## config.mk

```make
export PLATFORM = sky130hd
export DESIGN_NAME = fpu_operand_unpack_flat
export DESIGN_NICKNAME = d
export VERILOG_FILES = /design/src/rtl/fpu_unpack_if.sv /design/src/rtl/fpu_operand_unpack.sv /design/src/flat_wrapper.sv
export SDC_FILE = /design/constraint.sdc
export NUM_CORES = 1
export LEC_CHECK = 0
export CAP_MARGIN = 40
export CORE_UTILIZATION = 44
export DETAILED_ROUTE_END_ITERATION = 8
export PLACE_DENSITY = 0.74
export SLEW_MARGIN = 20
export SYNTH_ARGS = -nofsm -noshare
export SYNTH_HDL_FRONTEND = slang
export SYNTH_SLANG_ARGS = --single-unit
```

## constraint.sdc

```tcl
create_clock -name clk_i -period 11.17 [get_ports clk_i]
set_input_delay 2.234 -clock clk_i [delete_from_list [all_inputs] [get_ports clk_i]]
set_output_delay 2.234 -clock clk_i [all_outputs]
set_load 0.005 [all_outputs]
```

## src/rtl/fpu_unpack_if.sv

```systemverilog
// Operand/bundle handshake bus between the FPU issue logic and the operand unpacker.
interface fpu_unpack_if #(
  parameter int TAG_W = 5
);
  logic             flush_i;
  logic             in_valid_i;
  logic             in_ready_o;
  logic [31:0]      rs1_i;
  logic [31:0]      rs2_i;
  logic [TAG_W-1:0] tag_i;
  logic             out_valid_o;
  logic             out_ready_i;
  logic [31:0]      rs1_o;
  logic [31:0]      rs2_o;
  logic [9:0]       rs1Exp_o;
  logic [9:0]       rs2Exp_o;
  logic [23:0]      rs1Sig_o;
  logic [23:0]      rs2Sig_o;
  logic [5:0]       rs1Class_o;
  logic [5:0]       rs2Class_o;
  logic [TAG_W-1:0] tag_o;

  // Issue side drives operands and consumes the unpacked bundle.
  modport master (
    output flush_i, in_valid_i, rs1_i, rs2_i, tag_i, out_ready_i,
    input  in_ready_o, out_valid_o, rs1_o, rs2_o, rs1Exp_o, rs2Exp_o,
           rs1Sig_o, rs2Sig_o, rs1Class_o, rs2Class_o, tag_o
  );

  modport slave (
    input  flush_i, in_valid_i, rs1_i, rs2_i, tag_i, out_ready_i,
    output in_ready_o, out_valid_o, rs1_o, rs2_o, rs1Exp_o, rs2Exp_o,
           rs1Sig_o, rs2Sig_o, rs1Class_o, rs2Class_o, tag_o
  );
endinterface

```

## src/rtl/fpu_operand_unpack.sv

```systemverilog
// Two-stage unpacker: stage 1 classifies and finds the subnormal shift,
// stage 2 shifts the significand and forms the unbiased exponent.
module fpu_operand_unpack #(
  parameter int NORMALIZE_SUBNORM = 1,
  parameter int TAG_W             = 5
) (
  input logic         clk_i,
  input logic         rst_i,
  fpu_unpack_if.slave io
);
  localparam int CLS_ZERO = 0;
  localparam int CLS_SUB  = 1;
  localparam int CLS_NORM = 2;
  localparam int CLS_INF  = 3;
  localparam int CLS_SNAN = 4;
  localparam int CLS_QNAN = 5;

  logic s1_valid_reg, s2_valid_reg;
  logic s2_adv, s1_adv, accept;
  logic [TAG_W-1:0] s1_tag_reg, s2_tag_reg;

  assign s2_adv        = !s2_valid_reg || io.out_ready_i;
  assign s1_adv        = s1_valid_reg && s2_adv;
  assign io.in_ready_o = !s1_valid_reg || s2_adv;
  assign accept        = io.in_valid_i && io.in_ready_o;

  always_ff @(posedge clk_i or posedge rst_i) begin
    if (rst_i) begin
      s1_valid_reg <= 1'b0;
      s2_valid_reg <= 1'b0;
    end else if (io.flush_i) begin
      s1_valid_reg <= 1'b0;
      s2_valid_reg <= 1'b0;
    end else begin
      if (s2_adv)        s2_valid_reg <= s1_valid_reg;
      if (io.in_ready_o) s1_valid_reg <= io.in_valid_i;
    end
  end

  always_ff @(posedge clk_i or posedge rst_i) begin
    if (rst_i) begin
      s1_tag_reg <= '0;
      s2_tag_reg <= '0;
    end else begin
      if (accept) s1_tag_reg <= io.tag_i;
      if (s1_adv) s2_tag_reg <= s1_tag_reg;
    end
  end

  genvar gi;
  for (gi = 0; gi < 2; gi++) begin : g_op
    logic [31:0] op_in;
    logic [7:0]  e_in;
    logic [22:0] f_in;
    logic [4:0]  msb_idx;
    logic [5:0]  cls_next;
    logic [4:0]  shamt_next;
    logic [31:0] s1_raw_reg;
    logic [5:0]  s1_cls_reg;
    logic [4:0]  s1_shamt_reg;
    logic [9:0]  exp_next;
    logic [23:0] sig_next;
    logic [31:0] s2_raw_reg;
    logic [9:0]  s2_exp_reg;
    logic [23:0] s2_sig_reg;
    logic [5:0]  s2_cls_reg;

    assign op_in = (gi == 0) ? io.rs1_i : io.rs2_i;
    assign e_in  = op_in[30:23];
    assign f_in  = op_in[22:0];

    always_comb begin
      msb_idx    = '0;
      cls_next   = '0;
      shamt_next = '0;
      for (int i = 0; i < 23; i++) begin
        if (f_in[i]) msb_idx = 5'(i);
      end
      if (e_in == 8'h00) begin
        if (f_in == '0) begin
          cls_next[CLS_ZERO] = 1'b1;
        end else begin
          cls_next[CLS_SUB] = 1'b1;
          // Shift that brings the leading one of F up to the hidden-bit position.
          if (NORMALIZE_SUBNORM != 0) shamt_next = 5'd23 - msb_idx;
        end
      end else if (e_in == 8'hFF) begin
        if (f_in == '0)     cls_next[CLS_INF]  = 1'b1;
        else if (f_in[22])  cls_next[CLS_QNAN] = 1'b1;
        else                cls_next[CLS_SNAN] = 1'b1;
      end else begin
        cls_next[CLS_NORM] = 1'b1;
      end
    end

    always_ff @(posedge clk_i or posedge rst_i) begin
      if (rst_i) begin
        s1_raw_reg   <= '0;
        s1_cls_reg   <= '0;
        s1_shamt_reg <= '0;
      end else if (accept) begin
        s1_raw_reg   <= op_in;
        s1_cls_reg   <= cls_next;
        s1_shamt_reg <= shamt_next;
      end
    end

    always_comb begin
      exp_next = '0;
      sig_next = '0;
      if (s1_cls_reg[CLS_SUB]) begin
        // Every subnormal starts at exponent -126; each shift step lowers it by one.
        sig_next = {1'b0, s1_raw_reg[22:0]} << s1_shamt_reg;
        exp_next = 10'h382 - {5'd0, s1_shamt_reg};
      end else if (s1_cls_reg[CLS_NORM]) begin
        sig_next = {1'b1, s1_raw_reg[22:0]};
        exp_next = {2'b00, s1_raw_reg[30:23]} - 10'd127;
      end else if (s1_cls_reg[CLS_INF]) begin
        sig_next = 24'h800000;
        exp_next = 10'd128;
      end else if (s1_cls_reg[CLS_SNAN] || s1_cls_reg[CLS_QNAN]) begin
        sig_next = {1'b1, s1_raw_reg[22:0]};
        exp_next = 10'd128;
      end
    end

    always_ff @(posedge clk_i or posedge rst_i) begin
      if (rst_i) begin
        s2_raw_reg <= '0;
        s2_exp_reg <= '0;
        s2_sig_reg <= '0;
        s2_cls_reg <= '0;
      end else if (s1_adv) begin
        s2_raw_reg <= s1_raw_reg;
        s2_exp_reg <= exp_next;
        s2_sig_reg <= sig_next;
        s2_cls_reg <= s1_cls_reg;
      end
    end
  end

  assign io.out_valid_o = s2_valid_reg;
  assign io.tag_o       = s2_tag_reg;
  assign io.rs1_o       = g_op[0].s2_raw_reg;
  assign io.rs2_o       = g_op[1].s2_raw_reg;
  assign io.rs1Exp_o    = g_op[0].s2_exp_reg;
  assign io.rs2Exp_o    = g_op[1].s2_exp_reg;
  assign io.rs1Sig_o    = g_op[0].s2_sig_reg;
  assign io.rs2Sig_o    = g_op[1].s2_sig_reg;
  assign io.rs1Class_o  = g_op[0].s2_cls_reg;
  assign io.rs2Class_o  = g_op[1].s2_cls_reg;
endmodule

```

## src/flat_wrapper.sv

```systemverilog
// flat-port wrapper written by rule: the top's interface ports become plain ports
module fpu_operand_unpack_flat 
#(
  parameter int NORMALIZE_SUBNORM = 1,
  parameter int TAG_W             = 5
)
  (clk_i, rst_i, io_flush_i, io_in_valid_i, io_rs1_i, io_rs2_i, io_tag_i, io_out_ready_i, io_in_ready_o, io_out_valid_o, io_rs1_o, io_rs2_o, io_rs1Exp_o, io_rs2Exp_o, io_rs1Sig_o, io_rs2Sig_o, io_rs1Class_o, io_rs2Class_o, io_tag_o);
  fpu_unpack_if #(.TAG_W(TAG_W)) io_i ();
  input logic clk_i;
  input logic rst_i;
  input wire logic [$bits(io_i.flush_i)-1:0] io_flush_i;
  input wire logic [$bits(io_i.in_valid_i)-1:0] io_in_valid_i;
  input wire logic [$bits(io_i.rs1_i)-1:0] io_rs1_i;
  input wire logic [$bits(io_i.rs2_i)-1:0] io_rs2_i;
  input wire logic [$bits(io_i.tag_i)-1:0] io_tag_i;
  input wire logic [$bits(io_i.out_ready_i)-1:0] io_out_ready_i;
  output wire logic [$bits(io_i.in_ready_o)-1:0] io_in_ready_o;
  output wire logic [$bits(io_i.out_valid_o)-1:0] io_out_valid_o;
  output wire logic [$bits(io_i.rs1_o)-1:0] io_rs1_o;
  output wire logic [$bits(io_i.rs2_o)-1:0] io_rs2_o;
  output wire logic [$bits(io_i.rs1Exp_o)-1:0] io_rs1Exp_o;
  output wire logic [$bits(io_i.rs2Exp_o)-1:0] io_rs2Exp_o;
  output wire logic [$bits(io_i.rs1Sig_o)-1:0] io_rs1Sig_o;
  output wire logic [$bits(io_i.rs2Sig_o)-1:0] io_rs2Sig_o;
  output wire logic [$bits(io_i.rs1Class_o)-1:0] io_rs1Class_o;
  output wire logic [$bits(io_i.rs2Class_o)-1:0] io_rs2Class_o;
  output wire logic [$bits(io_i.tag_o)-1:0] io_tag_o;
  assign io_i.flush_i = io_flush_i;
  assign io_i.in_valid_i = io_in_valid_i;
  assign io_i.rs1_i = io_rs1_i;
  assign io_i.rs2_i = io_rs2_i;
  assign io_i.tag_i = io_tag_i;
  assign io_i.out_ready_i = io_out_ready_i;
  assign io_in_ready_o = io_i.in_ready_o;
  assign io_out_valid_o = io_i.out_valid_o;
  assign io_rs1_o = io_i.rs1_o;
  assign io_rs2_o = io_i.rs2_o;
  assign io_rs1Exp_o = io_i.rs1Exp_o;
  assign io_rs2Exp_o = io_i.rs2Exp_o;
  assign io_rs1Sig_o = io_i.rs1Sig_o;
  assign io_rs2Sig_o = io_i.rs2Sig_o;
  assign io_rs1Class_o = io_i.rs1Class_o;
  assign io_rs2Class_o = io_i.rs2Class_o;
  assign io_tag_o = io_i.tag_o;
  fpu_operand_unpack #(.NORMALIZE_SUBNORM(NORMALIZE_SUBNORM), .TAG_W(TAG_W)) u_core (.clk_i(clk_i), .rst_i(rst_i), .io(io_i));
endmodule
```

==> impl_summary.txt, run 1 <==
----------------------------------------------------
[Outcome]
  Run status ... completed

[Routing]
  Overall routed net length ... 37.5 mm
  Number of detailed-route iterations in the first pass ... 5
  Residual antenna-violating net count after detailed routing ... 0
  Drc violations ... 0
  Average wire per cell in the routed design ... 19.8 um
  Vias per cell ... 5.76
  Iteration-0 DRC Markers ... 917
  Total via count after detailed routing ... 10.9k

[Logic synthesis]
  Netlist area before placement ... 0.0129 mm^2
  Sequential cell area fraction in the yosys report ... 0.464
  Syn avg cell area ... 9.84 um^2
  Yosys synthesis warning count ... 0
  Biggest area consumer among synthesized cells ... sky130_fd_sc_hd__dfrtp_1
  Most frequent cell after synthesis ... sky130_fd_sc_hd__nand2_1
  Leading cell types by total area after synthesis ... sky130_fd_sc_hd__dfrtp_1, sky130_fd_sc_hd__nand2_1, sky130_fd_sc_hd__mux2_2, sky130_fd_sc_hd__mux4_2, sky130_fd_sc_hd__mux2i_1
  Number of flops mapped to enable cells by yosys ... 0
  Share of the synthesized area in the top cell type ... 0.464
  Prevailing post-synth register cell ... sky130_fd_sc_hd__dfrtp_1
  Commonest cells in the netlist ... sky130_fd_sc_hd__nand2_1, sky130_fd_sc_hd__dfrtp_1, sky130_fd_sc_hd__nor2_1, sky130_fd_sc_hd__mux2_2, sky130_fd_sc_hd__a21oi_1
  Number of register bits inferred by synthesis ... 240
  Synthesized netlist cell count ... 1314
  Post-synthesis async set-or-reset flop share ... 1.00
  Number of distinct standard cells referenced by the synthesized netlist ... 73
  Synthesized Nets ... 1392

[Clock network]
  Worst-case clock buffer depth ... 3
  Clock transition at path regs ... 60 ps
  # Post-CTS Setup Buffers ... 0
  Clock buffers created by TritonCTS ... 26
  Cell at the root of the clock tree ... sky130_fd_sc_hd__clkbuf_16
  TritonCTS sink count ... 240
  CTS tree ... built
  Clock latency on the worst-skew pair ... 530 ps
  Number of buffers inserted by hold repair at cts ... 0
  Number of gates given a new drive strength after cts ... 0
  H-tree level count ... 1

[STA]
  Worst setup skew after layout ... 9.42 ps
  Fin. max-slew vios ... 0
  Slew margin rel. ... 0.425
  Final worst path period share ... 0.529
  Total count of hold-check failures in the final report ... 0
  Maximum operating frequency ... 0.169 GHz
  Minimum period implied by the final worst setup slack ... 5910 ps
  Final sum of negative setup slack ... 0 ps
  Setup repair after global routing missed its margin ... false
  Final setup viols ... 0
  Actual slew at the worst max-slew pin ... 861 ps

[Placement]
  Final weighted congestion in routability-driven placement ... 0.913
  Area after detailed placement ... 0.0154 mm^2
  DPL Wire Length ... 26.3 mm
  Total of buffers placed on input and output ports ... 224

[Die]
  Vert. Die Dim ... 173 um
  Row cnt ... 62
  Ports placed on the boundary ... 225
  Die width ... 173 um
  Initial core utilization ... 0.449
  Area of the die ... 0.0301 mm^2
  Area of the core ... 0.0288 mm^2

[Global route]
  Pin count of the biggest net entering global routing ... 102
  Vias in the first global route ... 10.5k
  Residual overflow from global routing ... 0
  Antenna violations before repair ... 1
  Total GRT Usage ... 0.247
  Global-route wire length before repair ... 59.4 mm

[Hold path]
  Worst Hold Class ... reg -> reg
  Hold Path Origin ... u_core.s1_tag_reg[4]

[Cells and area]
  Layout Cell Area excl Fill ... 0.0163 mm^2
  Net total in the final layout ... 1570
  Area grow syn2layout ... 25.7%
  Largest register FFs ... 64
  Fill cell instance count of the final layout ... 2453
  Proportion of layout cells with a drive suffix above 1 ... 0.128

[Flow run]
  Max Cap Viol ... 0

[Setup path]
  Crit path max fanout ... 3
  Arrival time reported for the critical path endpoint ... 3680 ps
  Kind of end point of the critical path ... output pin
  Required arrival time at the worst endpoint ... 8940 ps
  Launch instance of the worst register-to-register path ... u_core.g_op[0].s1_shamt_reg[1]
  CP Launch Type ... input pin
  WS Path Type ... in -> out
  Worst setup path start ... io_out_ready_i

[Pwr]
  Leakage power total ... 6.92 nW
  Worst IR drop on VDD ... 0.0959 mV
  Power density over the cells ... 151 mW/mm^2

----------------------------------------------------
[final timing paths]
kind,endpoint,slack (ps),depth (start not counted)
max,io_in_ready_o,5260,4
min,u_core.io.tag_o[4],470,2
max reg2reg,u_core.io.rs1Sig_o[9],8320,6
min reg2reg,u_core.io.tag_o[4],470,2
max in group asynchronous,u_core.io.rs1Class_o[2],7800,4
min in group asynchronous,u_core.io.rs1Sig_o[7],2210,2
[stage by stage]
stage / util / total power, mW / setup slack, ps / cells / hold WS (ps)
3_5_place_dp: 0.535 / 1.61 / 5260 / 1847 / 454
4_1_cts: 0.564 / 2.48 / 5240 / 1893 / 468
6_report: 0.565 / 2.46 / 5260 / 1895 / 471
3_3_place_gp: 0.532 / 1.60 / 5260 / 1844 / 443
5_1_grt: 0.565 / 2.57 / 5180 / 1895 / 480
2_1_floorplan: - / 1.30 / 2350 / 1314 / 433
[cells in the final DEF (no fill, tap or decap), types with 8 or more instances in the layout]
cell type and count:
sky130_fd_sc_hd__mux2i_1 45, sky130_fd_sc_hd__clkinv_2 9, sky130_fd_sc_hd__and3_1 10, sky130_fd_sc_hd__o21ai_1 15, sky130_fd_sc_hd__o31ai_1 10, sky130_fd_sc_hd__dfrtp_1 240
sky130_fd_sc_hd__clkbuf_16 27, sky130_fd_sc_hd__clkdlybuf4s50_1 224, sky130_fd_sc_hd__nand3_1 16, sky130_fd_sc_hd__nor2b_1 9, sky130_fd_sc_hd__nor2_1 103, sky130_fd_sc_hd__nor4_1 13
sky130_fd_sc_hd__a31oi_1 10, sky130_fd_sc_hd__mux2_2 77, sky130_fd_sc_hd__nand2b_1 12, sky130_fd_sc_hd__a22o_1 10, sky130_fd_sc_hd__inv_1 19, sky130_fd_sc_hd__mux4_2 37
sky130_fd_sc_hd__o21ai_0 51, sky130_fd_sc_hd__nand4_1 8, sky130_fd_sc_hd__nand2_1 309, sky130_fd_sc_hd__xnor2_1 9, sky130_fd_sc_hd__nor3_1 17, sky130_fd_sc_hd__a221oi_1 20
sky130_fd_sc_hd__a21oi_1 54, sky130_fd_sc_hd__buf_4 14
[critical path, stage by stage]
cell and delay [ps]:
sky130_fd_sc_hd__clkdlybuf4s50_1 430, sky130_fd_sc_hd__and3b_1 430, sky130_fd_sc_hd__inv_2 120, sky130_fd_sc_hd__clkdlybuf4s50_1 460
[logic make-up after synthesis]
family,share of synthesized area
buffers and inverters,0.0447
DFF,0.464
muxes,0.170
adders and majority gates,0.00387
AOI/OAI and AO/OA,0.127
xor gates and xnor gates,0.0108
and+or+nand+nor,0.179
[area by class of cell]
class,count,area [um^2],share of cell area
Multi-Input combinational cell,958,6370,0.392
Sequential cell,240,6010,0.369
Timing Repair Buffer,242,2450,0.151
Clock buffer,36,779,0.0479
Tap cell,384,480,0.0295
Inverter,24,103,0.00631
Clock inverter,10,75.1,0.00462
Antenna cell,1,2.50,0.000154
[power breakdown]
group          internal [mW]  leakage [nW]  switching [mW]  total [mW]
sequential             0.984          2.92           0.120        1.10
clock                  0.507         0.435           0.352       0.858
combinational          0.289          3.56           0.207       0.495
total                   1.78          6.92           0.678        2.46
[routing by layer]
metal,track usage,wire length [um]
met5,0,0
met4,0.0701,848
met2,0.349,15900
met3,0.0485,3350
met1,0.383,17400
No activity file was read; power rests on OpenSTA's default activity.
==> run 2, diff against run 1 <==
Clock period 11.17 ns to 5.95 ns, I/O delays scaled along.
==> impl_summary.txt, run 2 (synthesis results as in run 1) <==
----------------------------------------------------
[Pwr]
  Total power draw ... 4.73 mW
  Worst IR drop on VDD ... 0.183 mV
  Power density over the cells ... 289 mW/mm^2
  Leakage power total ... 6.94 nW

[Setup path]
  Crit path max fanout ... 3
  Required arrival time at the worst endpoint ... 4760 ps
  Slowest stage delay, CP ... 470 ps
  Kind of end point of the critical path ... output pin
  Arrival time reported for the critical path endpoint ... 2640 ps
  CP Launch Type ... input pin
  Worst reg-to-reg path cell count ... 6
  Worst path cell trace ... clkdlybuf4s50_1 -> and3b_1 -> inv_2 -> clkdlybuf4s50_1
  CP max stage cell ... sky130_fd_sc_hd__clkdlybuf4s50_1
  Crit-path most repeated cell ... sky130_fd_sc_hd__clkdlybuf4s50_1
  WS Path Type ... in -> out

[Global route]
  GR peak layer ... met1
  Met3 track utilization from global routing ... 0.0441
  Global routing met2 resource utilization ... 0.374
  Antenna violations before repair ... 1
  Residual overflow from global routing ... 0
  Total GRT Usage ... 0.258
  GR Util met1 ... 0.401
  Pin count of the biggest net entering global routing ... 126
  Global-route wire length before repair ... 62.2 mm
  Vias in the first global route ... 10.9k

[Placement]
  DPL Wire Length ... 27.5 mm
  Area after detailed placement ... 0.0154 mm^2
  Total of buffers placed on input and output ports ... 224
  DP Worst Slack ... 2150 ps
  Placed Instances ... 1851
  Final weighted congestion in routability-driven placement ... 0.927

[Die]
  Ports placed on the boundary ... 225
  Vert. Die Dim ... 173 um
  Area of the die ... 0.0301 mm^2
  Initial core utilization ... 0.449
  Row cnt ... 62
  Die width ... 173 um
  Area of the core ... 0.0288 mm^2

[Clock network]
  H-tree level count ... 1
  Cell at the root of the clock tree ... sky130_fd_sc_hd__clkbuf_16
  Clock latency on the worst-skew pair ... 540 ps
  Number of buffers inserted by hold repair at cts ... 0
  TritonCTS sink count ... 240
  # Post-CTS Setup Buffers ... 0
  Number of gates given a new drive strength after cts ... 0
  CTS tree ... built
  Clock transition at path regs ... 60 ps
  Worst-case clock buffer depth ... 3
  Clock buffers created by TritonCTS ... 27

[Outcome]
  Run status ... completed

[STA]
  Setup repair after global routing missed its margin ... false
  Fin. max-slew vios ... 0
  Maximum operating frequency ... 0.261 GHz
  Actual slew at the worst max-slew pin ... 876 ps
  Final worst path period share ... 0.644
  Minimum period implied by the final worst setup slack ... 3830 ps
  Post-layout worst setup margin ... 2120 ps
  Final sum of negative setup slack ... 0 ps
  Total count of hold-check failures in the final report ... 0
  Hold Slack ... 466 ps
  Slew margin rel. ... 0.416
  Final setup viols ... 0
  Worst setup skew after layout ... 13.2 ps

[Cells and area]
  Layout Cell Area excl Fill ... 0.0164 mm^2
  Net total in the final layout ... 1576
  Proportion of layout cells with a drive suffix above 1 ... 0.132
  Largest register FFs ... 64
  Most frequent cells in the layout ... sky130_fd_sc_hd__nand2_1, sky130_fd_sc_hd__dfrtp_1, sky130_fd_sc_hd__clkdlybuf4s50_1
  Final standard cell count with taps included and fillers excluded ... 1904
  Post-Route Utilization ... 0.569
  Area grow syn2layout ... 26.6%
  Most frequent standard cell in the layout excluding fill and tap cells ... sky130_fd_sc_hd__nand2_1

[Routing]
  Overall routed net length ... 38.6 mm
  Total via count after detailed routing ... 11.1k
  Number of detailed-route iterations in the first pass ... 8
  Drc violations ... 0
  Vias per cell ... 5.81
  Residual antenna-violating net count after detailed routing ... 0
  Iteration-0 DRC Markers ... 879
  Average wire per cell in the routed design ... 20.3 um

[Hold path]
  Number of cells traversed by the worst hold path ... 2
  Worst Hold Class ... reg -> reg

[Flow run]
  Max Cap Viol ... 0

----------------------------------------------------
==> run 2: changes by cell type in the layout (fill, tap and decap cells not counted), sizes merged <==
cell,before,now
clkinvlp,0,7
buf,18,23
clkinv,10,6
bufinv,1,3
clkbuf,36,34
inv,23,24
==> run 2: worst max-delay path, delay by kind of cell <==
family                 cells  cell delay, ps
AND/OR/NAND/NOR            1             430
buffers and inverters      3            1020
==> run 2: final timing paths <==
kind | from | to | slack, ps
min in group asynchronous | rst_i | u_core.io.rs1Sig_o[13] | 1100
max in group asynchronous | rst_i | u_core.g_op[1].s1_raw_reg[0] | 4210
worst max-delay path | io_out_ready_i | io_in_ready_o | 2120
worst min register to register | u_core.s1_tag_reg[4] | u_core.io.tag_o[4] | 470
worst min-delay path | u_core.s1_tag_reg[4] | u_core.io.tag_o[4] | 470
worst max register to register | u_core.g_op[0].s1_shamt_reg[1] | u_core.io.rs1Sig_o[15] | 3380
==> run 2: final cells by class <==
cell class	instances	area, um^2
fill	2437	12400
multi-input combinational	958	6370
sequential	240	6010
timing repair buffer	247	2510
clock buffer	34	732
tap	384	480
clock inverter	16	185
inverter	24	98.8
antenna	1	2.50
==> run 2: report_power, final <==
part           total, mW  internal (mW)  switching (mW)
registers           2.08           1.85           0.230
logic              0.940          0.546           0.395
clock network       1.71           1.01           0.702
==> run 2: layer usage <==
layer  wire length (um)  vias up
met5                  0        -
met4                700        0
met3               3190       60
met2              16800      482
met1              17900     5455
li1                   -     5071
